File: src/rtl/vec_cache_rd_edge_port.sv
// -----------------------------------------------------------------------------
// vec_cache_rd_edge_port
//
// Read-side edge agent for one lane of a vec_cache switch row.
//
// Upstream read requests are accepted with valid/ready. Each request is given
// a reorder slot. Its slot id and this port's direction code are written into
// the txn_id field, and it goes into the switch row as a read command one cycle
// later. The row cannot apply backpressure, so the slot count alone limits
// how many reads are outstanding.
//
// The row can return data out of order, because SRAM blocks sit at different
// distances. The echoed txn_id of each return selects its slot. Data leaves
// downstream strictly in request order from the head of a circular reorder
// buffer.
//
// Slot life cycle: FREE -> PEND (allocate) -> DONE (data) -> FREE (retire).
//
// Ports
//   clk               clock
//   rst_n             asynchronous active-low reset
//   req_vld/req_rdy   upstream request handshake
//   req_pld           request payload (arb_out_req_t layout, see below)
//   read_cmd_out_vld  tagged read command into the switch row
//   read_cmd_out_pld  tagged command payload
//   data_in_vld       returned data valid from the row
//   data_in           returned data (data_pld_t layout, carries echoed cmd)
//   resp_vld/resp_rdy in-order response handshake to downstream
//   resp_pld          response payload (data_pld_t layout)
//   outstanding_cnt   slots allocated and not yet retired (0..DEPTH)
//   err_unexp_resp    sticky: a return hit a FREE or DONE slot
//   timeout_err       sticky: head slot waited TIMEOUT_CYC cycles
//
// Payload layouts (MSB first)
//   arb_out_req_t : { txn_id{direction_id[1:0], req_id[7:0]}, addr[23:0] }
//   data_pld_t    : { cmd_pld(arb_out_req_t), data[31:0] }
//
// Optional feature
//   VEC_CACHE_RD_TIMEOUT_EN : when defined, adds the head-of-line timeout
//   watchdog that drives timeout_err. When undefined, timeout_err is 0.
// -----------------------------------------------------------------------------

`ifndef VEC_CACHE_NORTH
`define VEC_CACHE_NORTH 2'd0
`endif
`ifndef VEC_CACHE_EAST
`define VEC_CACHE_EAST 2'd1
`endif
`ifndef VEC_CACHE_SOUTH
`define VEC_CACHE_SOUTH 2'd2
`endif
`ifndef VEC_CACHE_WEST
`define VEC_CACHE_WEST 2'd3
`endif

module vec_cache_rd_edge_port #(
  parameter int         DEPTH       = 8,
  parameter int         TAG_W       = 3,
  parameter logic [1:0] DIR_ID      = `VEC_CACHE_WEST,
  parameter int         TIMEOUT_CYC = 1023,
  localparam int        ADDR_W      = 24,
  localparam int        REQ_ID_W    = 8,
  localparam int        REQ_W       = 2 + REQ_ID_W + ADDR_W,
  localparam int        DATA_W      = 32,
  localparam int        PLD_W       = REQ_W + DATA_W
) (
  input  logic               clk,
  input  logic               rst_n,
  input  logic               req_vld,
  output logic               req_rdy,
  input  logic [REQ_W-1:0]   req_pld,
  output logic               read_cmd_out_vld,
  output logic [REQ_W-1:0]   read_cmd_out_pld,
  input  logic               data_in_vld,
  input  logic [PLD_W-1:0]   data_in,
  output logic               resp_vld,
  input  logic               resp_rdy,
  output logic [PLD_W-1:0]   resp_pld,
  output logic [TAG_W:0]     outstanding_cnt,
  output logic               err_unexp_resp,
  output logic               timeout_err
);

  typedef struct packed {
    logic [1:0]          direction_id;
    logic [REQ_ID_W-1:0] req_id;
  } txn_id_t;

  typedef struct packed {
    txn_id_t             txn_id;
    logic [ADDR_W-1:0]   addr;
  } arb_out_req_t;

  typedef struct packed {
    arb_out_req_t        cmd_pld;
    logic [DATA_W-1:0]   data;
  } data_pld_t;

  typedef enum logic [1:0] {
    SLOT_FREE = 2'd0,
    SLOT_PEND = 2'd1,
    SLOT_DONE = 2'd2
  } slot_state_t;

  // ---------------------------------------------------------------------------
  // Pointers and occupancy
  // ---------------------------------------------------------------------------
  // One extra MSB on each pointer tells full apart from empty when the
  // slot indices are equal.
  logic [TAG_W:0]   wr_ptr_reg;
  logic [TAG_W:0]   rd_ptr_reg;
  logic [TAG_W-1:0] wr_idx;
  logic [TAG_W-1:0] rd_idx;
  logic             empty;
  logic             full;
  logic             accept;
  logic             retire;

  assign wr_idx = wr_ptr_reg[TAG_W-1:0];
  assign rd_idx = rd_ptr_reg[TAG_W-1:0];
  assign empty  = (wr_ptr_reg == rd_ptr_reg);
  assign full   = (wr_ptr_reg[TAG_W] != rd_ptr_reg[TAG_W]) && (wr_idx == rd_idx);

  // Ready depends on registered state only. A slot freed by a retire
  // becomes usable on the following cycle.
  assign req_rdy = !full;
  assign accept  = req_vld && !full;

  assign outstanding_cnt = wr_ptr_reg - rd_ptr_reg;

  // ---------------------------------------------------------------------------
  // Capture decode
  // ---------------------------------------------------------------------------
  data_pld_t        cap_in;
  logic             cap_vld;
  logic [TAG_W-1:0] cap_tag;
  logic             cap_ok;
  logic [DEPTH-1:0] pend_vec;
  logic [DEPTH-1:0] done_vec;

  assign cap_in  = data_pld_t'(data_in);
  // Returns for other lanes' directions share the row bus; they are not ours.
  assign cap_vld = data_in_vld && (cap_in.cmd_pld.txn_id.direction_id == DIR_ID);
  assign cap_tag = cap_in.cmd_pld.txn_id.req_id[TAG_W-1:0];
  assign cap_ok  = pend_vec[cap_tag];

  // ---------------------------------------------------------------------------
  // Retire decode
  // ---------------------------------------------------------------------------
  // Only the head slot can retire, so a DONE slot behind a PEND head waits.
  assign resp_vld = !empty && done_vec[rd_idx];
  assign retire   = resp_vld && resp_rdy;

  // ---------------------------------------------------------------------------
  // Per-slot state machines
  // ---------------------------------------------------------------------------
  generate
    for (genvar gi = 0; gi < DEPTH; gi++) begin : g_slot
      slot_state_t state_reg;
      slot_state_t state_next;
      logic        alloc_hit;
      logic        cap_hit;
      logic        ret_hit;

      assign alloc_hit = accept && (wr_idx == TAG_W'(gi));
      assign cap_hit   = cap_vld && (cap_tag == TAG_W'(gi));
      assign ret_hit   = retire && (rd_idx == TAG_W'(gi));

      always_ff @(posedge clk or negedge rst_n) begin
        if (!rst_n) begin
          state_reg <= SLOT_FREE;
        end else begin
          state_reg <= state_next;
        end
      end

      always_comb begin
        state_next = state_reg;
        unique case (state_reg)
          SLOT_FREE: if (alloc_hit) state_next = SLOT_PEND;
          SLOT_PEND: if (cap_hit)   state_next = SLOT_DONE;
          SLOT_DONE: if (ret_hit)   state_next = SLOT_FREE;
          default:                  state_next = SLOT_FREE;
        endcase
      end

      assign pend_vec[gi] = (state_reg == SLOT_PEND);
      assign done_vec[gi] = (state_reg == SLOT_DONE);
    end
  endgenerate

  // ---------------------------------------------------------------------------
  // Reorder data storage
  // ---------------------------------------------------------------------------
  // The buffer is written only on a valid capture. It is read by the head
  // pointer, which cannot move while resp_vld is held without resp_rdy, so
  // resp_pld stays stable under backpressure.
  data_pld_t data_buf_reg [DEPTH];

  always_ff @(posedge clk) begin
    if (cap_vld && cap_ok) begin
      data_buf_reg[cap_tag] <= cap_in;
    end
  end

  assign resp_pld = data_buf_reg[rd_idx];

  // ---------------------------------------------------------------------------
  // Pointer registers
  // ---------------------------------------------------------------------------
  always_ff @(posedge clk or negedge rst_n) begin
    if (!rst_n) begin
      wr_ptr_reg <= '0;
      rd_ptr_reg <= '0;
    end else begin
      if (accept) wr_ptr_reg <= wr_ptr_reg + 1'b1;
      if (retire) rd_ptr_reg <= rd_ptr_reg + 1'b1;
    end
  end

  // ---------------------------------------------------------------------------
  // Command injection
  // ---------------------------------------------------------------------------
  // Upper req_id bits from upstream pass through unchanged. Only the slot
  // tag bits and the direction code are overwritten.
  arb_out_req_t cmd_next;
  arb_out_req_t cmd_reg;
  logic         cmd_vld_reg;

  always_comb begin
    cmd_next                           = arb_out_req_t'(req_pld);
    cmd_next.txn_id.direction_id       = DIR_ID;
    cmd_next.txn_id.req_id[TAG_W-1:0]  = wr_idx;
  end

  always_ff @(posedge clk or negedge rst_n) begin
    if (!rst_n) begin
      cmd_vld_reg <= 1'b0;
      cmd_reg     <= '0;
    end else begin
      cmd_vld_reg <= accept;
      if (accept) cmd_reg <= cmd_next;
    end
  end

  assign read_cmd_out_vld = cmd_vld_reg;
  assign read_cmd_out_pld = cmd_reg;

  // ---------------------------------------------------------------------------
  // Unexpected-response error (sticky until reset)
  // ---------------------------------------------------------------------------
  // This also catches returns from reads that were in flight across a reset.
  // Those returns land on FREE slots.
  logic err_reg;

  always_ff @(posedge clk or negedge rst_n) begin
    if (!rst_n) begin
      err_reg <= 1'b0;
    end else if (cap_vld && !cap_ok) begin
      err_reg <= 1'b1;
    end
  end

  assign err_unexp_resp = err_reg;

  // ---------------------------------------------------------------------------
  // Head-of-line timeout watchdog
  // ---------------------------------------------------------------------------
`ifdef VEC_CACHE_RD_TIMEOUT_EN
  localparam int TO_W = $clog2(TIMEOUT_CYC + 1);

  logic [TO_W-1:0] to_cnt_reg;
  logic            to_err_reg;
  logic            head_pend;

  assign head_pend = !empty && pend_vec[rd_idx];

  // The counter saturates at TIMEOUT_CYC. The error flags on the same edge
  // that the counter reaches the limit. Slot state is never touched, so a
  // late return still retires normally.
  always_ff @(posedge clk or negedge rst_n) begin
    if (!rst_n) begin
      to_cnt_reg <= '0;
      to_err_reg <= 1'b0;
    end else if (retire || !head_pend) begin
      to_cnt_reg <= '0;
    end else if (to_cnt_reg != TO_W'(TIMEOUT_CYC)) begin
      to_cnt_reg <= to_cnt_reg + 1'b1;
      if (to_cnt_reg == TO_W'(TIMEOUT_CYC - 1)) begin
        to_err_reg <= 1'b1;
      end
    end
  end

  assign timeout_err = to_err_reg;
`else
  logic [31:0] unused_timeout_cfg;

  assign unused_timeout_cfg = 32'(TIMEOUT_CYC);
  assign timeout_err        = 1'b0;
`endif

endmodule

File: config.mk
export PLATFORM = sky130hd
export DESIGN_NAME = vec_cache_rd_edge_port
export DESIGN_NICKNAME = d
export VERILOG_FILES = /design/src/rtl/vec_cache_rd_edge_port.sv
export SDC_FILE = /design/constraint.sdc
export NUM_CORES = 1
export LEC_CHECK = 0
export CAP_MARGIN = 20
export CORE_MARGIN = 2
export CORE_UTILIZATION = 61
export DETAILED_ROUTE_END_ITERATION = 10
export PLACE_DENSITY = 0.84
export SYNTH_ARGS = -nofsm -noshare
export SYNTH_HDL_FRONTEND = slang
export SYNTH_SLANG_ARGS = --single-unit
File: constraint.sdc
create_clock -name clk -period 11.9 [get_ports clk]
set_clock_uncertainty 0.2 [all_clocks]
set_input_delay 2.38 -clock clk [delete_from_list [all_inputs] [get_ports clk]]
set_output_delay 2.38 -clock clk [all_outputs]
set_load 0.01 [all_outputs]
# Word level (Yosys, flattened, before mapping)

Memories as Yosys holds them, arrays and structs flattened.
Cells that the tools add are included.

Order comparisons: 2
Add/subtract/negate cells: 3
Reductions and logical operators: 53
Eq/ne operators: 65
Multiplexer cells: 38

Operators by type and width:

| kind                                                                  | number |
|---|---|
| 2-bit 2-to-1 mux                                                      | 24 |
| 2-bit one-hot mux with 3 select lines                                 | 8 |
| 3-bit equality test, second input constant                            | 12 |
| 2-bit by 1-bit != test with 1-bit output, second input constant       | 16 |
| 1-bit logical AND                                                     | 31 |
| 3-bit AND reduction                                                   | 8 |
| 2-bit equality test, second input constant                            | 9 |
| 3-bit by 2-bit equality test with 1-bit output, second input constant | 6 |
| 2-bit by 1-bit equality test with 1-bit output, second input constant | 8 |
| 2-bit logical NOT                                                     | 8 |
| 2-bit != test, second input constant                                  | 8 |
| 3-bit by 1-bit equality test with 1-bit output, second input constant | 3 |
| 3-bit logical NOT                                                     | 3 |
| 4-bit by 1-bit adder with 4-bit output, second input constant         | 2 |
| 3-bit by 4-bit < comparator with 1-bit output, second input constant  | 2 |
| 1-bit binary-select mux with 3-bit select                             | 2 |
| 4-bit equality test                                                   | 1 |
| 1-bit 2-to-1 mux                                                      | 4 |
| 4-bit subtractor                                                      | 1 |
| 3-bit equality test                                                   | 1 |
| 1-bit logical NOT                                                     | 3 |
| 1-bit != test                                                         | 1 |

Flip-flop bits (word level): 59
Bits of input ports: 105
Memories kept: 1
Bits in writable memories: 528
Output and inout port bits: 109

Memory list:

| memory       | words | width | read ports | clocked after Yosys merged registers in | wr ports | line | RTL |
|---|---|---|---|---|---|---|---|
| data_buf_reg | 8     | 66    | 1          | 0                                       | 1        | 198  | `data_pld_t data_buf_reg [DEPTH];` |

# Longest topological paths before layout

Depth in word-level cells: 8
Mapped depth: 12
Mapped depth without buffers: 8

# Least setup slack after synthesis

No wires, ideal clock.

Kind: input -> register
Start point: input port data_in[56]
End point: memory data_buf_reg[0][0] (netlist name), enable pin
Slack: 3215 ps
Arrival time: 7914 ps
Setup time: 571 ps
Data required time: 11129 ps
Path buffers: 2
Stages: 7
Path through: clkbuf_1 -> nor3b_1 -> a311oi_1 -> o32a_1 -> buf_2 -> nand2b_1 -> nor3_1

Word-level cells in the longest chain between the ends: 5

Ends and longest elaborated chain:

| item                                      | line | RTL |
|---|---|---|
| start, declared                           | 75   | `input logic [PLD_W-1:0] data_in,` |
| 1-bit binary-select mux with 3-bit select | 145  | `assign cap_ok = pend_vec[cap_tag];` |
| 1-bit 2-to-1 mux (implied by the code)    | 145  |  |
| 1-bit logical AND                         | 201  | `if (cap_vld && cap_ok) begin` |
| 1-bit 2-to-1 mux                          | 201  |  |
| 1-bit 2-to-1 mux (implied by the code)    | 202  | `data_buf_reg[cap_tag] <= cap_in;` |
| end, declared                             | 198  |  |

Several ways; a longest one is shown, not always the timed one. The select of a mux whose other input is x is not followed.

# Worst setup path after layout

Start point: register rd_ptr_reg[1]
End point: output port resp_pld[58]

Word-level cells in the longest chain between the ends: 1

Ends and longest elaborated chain:

| item                   | line | RTL |
|---|---|---|
| start, declared        | 111  | `logic [TAG_W:0] rd_ptr_reg;` |
| start signal, assigned | 217  | `if (retire) rd_ptr_reg <= rd_ptr_reg + 1'b1;` |
| memory read 8 x 66 bit | n/a  |  |
| end, declared          | 78   | `output logic [PLD_W-1:0] resp_pld,` |

No other way between the ends.

==> flow_metrics.env <==
export IMPL_vias=11900
export IMPL_htree_levels=2
export IMPL_p_clk_frac=0.337
export IMPL_cts_buffers=56
export IMPL_post_cts_buffers=0
export IMPL_utilization=0.740
export IMPL_grt_start_max_net_pins=72
export IMPL_r2r_end="data_buf_reg[7][62]"
export IMPL_hpwl_mm=25.1
export IMPL_grt_pass1_wl_mm=71.8
export IMPL_route_detailed_drc=0
export IMPL_die_h_microns=197
export IMPL_crit_fanout=71
export IMPL_worstSetupStartpoint="rd_ptr_reg[1]"
export IMPL_clk_latency_ns=0.58
export IMPL_status="finished clean"
export IMPL_routabilityCongestion=0.839
export IMPL_ios=214
export IMPL_hold_viol=0
export IMPL_hold_buffers=0
export IMPL_max_freq_ghz=0.153
export IMPL_place_area_sq_um=25300
export IMPL_synthDistinctLibCells=43
export IMPL_powerDensity_nw_per_um2=189
export IMPL_ys_ff_latch=587
export IMPL_holdWs_ns=0.242
export IMPL_die_area_sq_um=38700
export IMPL_reg2reg_slack_ns=8.37
export IMPL_layout_common_cells="edfxtp_1, nand2_1, clkdlybuf4s50_1"
export IMPL_fp_dieW_microns=197
export IMPL_yosysWarnings=0
export IMPL_cell_internal_pwr_uw=3860
export IMPL_vdd_ir_drop_max_v=0.000142
export IMPL_detail_route_wl_per_cell_microns=24.3
export IMPL_core_area_sq_um=36600
export IMPL_period_needed_ns=6.55
export IMPL_ys_flop_type="edfxtp_1"
export IMPL_critPathCapture="resp_pld[58]"
export IMPL_rsz0062_at_grt="no"
export IMPL_portBuffers=207
export IMPL_slew_limit_headroom=0.277
export IMPL_pwr_share_seq=0.464
export IMPL_drv_cap=0
export IMPL_netlist_area_sq_um=22600
export IMPL_start_util=0.619
export IMPL_setup_violations=0
export IMPL_drt_iter0_markers=968
export IMPL_swShare=0.244
export IMPL_cellLeakagePower_uw=0.00922
export IMPL_maxSlewViolCount=0
export IMPL_num_nets_final=1562
export IMPL_areaGrowthSynthToFinish_pct=19.6
export IMPL_fill_cells=2047
export IMPL_tightest_slew_ns=1.08
export IMPL_synth_edf_count=528
export IMPL_routed_via_density=6.06
export IMPL_antenna_found_initial=2
export IMPL_crit_required_ns=9.32
export IMPL_seq_area_frac_synth=0.765
export IMPL_path_clk_slew_ns=0.06
export IMPL_finalInstanceArea_sq_um=27100
export IMPL_largest_reg_flops=528
export IMPL_min_period_over_period=0.550
export IMPL_combinationalPowerShare=0.199
export IMPL_synth_cells=1212
export IMPL_grtUsageTotal=0.253
export IMPL_setup_tns_ns=0
export IMPL_cp_start_kind="register"
export IMPL_rr_worst_depth=5
export IMPL_cts_root_buf="clkbuf_16"
export IMPL_ctsResizeCount=0
export IMPL_reg2reg_from="g_slot[4].state_reg[1]"
export IMPL_place_ws_ns=5.45
export IMPL_syn_avg_cell_area_sq_um=18.7
export IMPL_setup_slack_ns=5.35
export IMPL_clockBufferDepth=3
export IMPL_hp_class="reg -> reg"
export IMPL_crit_arrival_ns=3.97
export IMPL_path_class="reg -> out"
export IMPL_cts_tree="yes"
export IMPL_drtAntennaViolNets=0
export IMPL_p_sw_uw=1240
export IMPL_first_pass_iters=5
export IMPL_rows=70
export IMPL_wirelength_mm=47.6
export IMPL_cp_end_kind="primary output"
export IMPL_clock_sinks=587
export IMPL_syn_nets=1333
export IMPL_hp_start="g_slot[7].state_reg[1]"
export IMPL_first_global_vias=12500
export IMPL_grt_overflow=0
export IMPL_layout_commonest_cell="edfxtp_1"
export IMPL_synth_async_reset_ratio=0.101
export IMPL_drive_gt1_frac=0.167
-- metrics by stage --
stage                     instances  total power, uW
final                          1958             5110
after CTS                      1956             5150
after detailed placement       1850             3420
after global placement         1850             3400
after floorplan                1212             3020
after global routing           1958             5310
-- cell type report --
class                   count  area (sq um)  area share
flip-flops and latches    587         17300       0.640
multi-input cells         554          5070       0.187
well taps                 468           586      0.0216
repair buffers            229          2250      0.0831
clock inverters            27           236     0.00873
inverters                  13          48.8     0.00180
diodes                      1          2.50   0.0000924
clock buffers              79          1560      0.0576
-- cell usage after synthesis, drive strengths merged, types with 2 or more instances --
library cell  count  area [sq um]
nand4b            3          26.3
dfrtp            59          1480
ha               15           188
clkbuf           26          97.6
nor2             13          51.3
a21o              6          45.0
o21ai             7          35.0
nor3b             3          27.5
nand3             4          20.0
edfxtp          528         15900
xor2              2          17.5
inv              12          45.0
nor3              5          36.3
or2               2          12.5
xnor2             5          43.8
nor2b            11          68.8
nand2b           10          62.6
a311oi            5          43.8
nand2           303          1140
buf              32           151
mux4            134          3020
a31oi             3          18.8
a21oi            10          50.1
-- power by group through the flow --
stage / clock, uW / sequential (uW) / combinational (uW)
2_1_floorplan: 0 / 2380 / 641
6_report: 1720 / 2370 / 1020
5_1_grt: 1830 / 2380 / 1090
4_1_cts: 1750 / 2370 / 1020
3_3_place_gp: 0 / 2410 / 988
3_5_place_dp: 0 / 2420 / 1010
-- logic make-up (layout without fill, tap and decap cells) --
group,count (synthesis),count (layout),share of synthesized area
mux,136,136,0.134
other cells,1,2,0.000166
simple gates,356,356,0.0643
compound gates,38,38,0.0111
fa+ha+maj,16,16,0.00917
xor+xnor,7,7,0.00271
buf+inv,71,348,0.0131
flops,587,587,0.765
-- worst min-delay path by stage --
stage,endpoint,slack (ns),cells after the start
6_report,g_slot[7].state_reg[0],0.24,1
3_5_place_dp,g_slot[7].state_reg[0],0.23,1
5_1_grt,g_slot[7].state_reg[0],0.27,1
2_1_floorplan,g_slot[5].state_reg[0],0.21,1
3_3_place_gp,g_slot[7].state_reg[0],0.22,1
4_1_cts,g_slot[7].state_reg[0],0.24,1
-- routing by layer --
layer / share of wire / global-route usage / vias up
li1: - / - / 5136
met1: 0.38 / 0.326 / 6080
met2: 0.51 / 0.431 / 566
met3: 0.081 / 0.0590 / 89
met4: 0.027 / 0.0863 / 2
met5: 0.00027 / 0 / -
-- critical path, cell delays in order, from the launching register on --
cell,delay [ns]
dfrtp_4,0.40
buf_4,0.76
buf_4,0.93
mux4_2,0.38
nand2_1,0.05
nand2_1,0.17
clkdlybuf4s50_1,0.61
(Power assumes the default switching activity.)
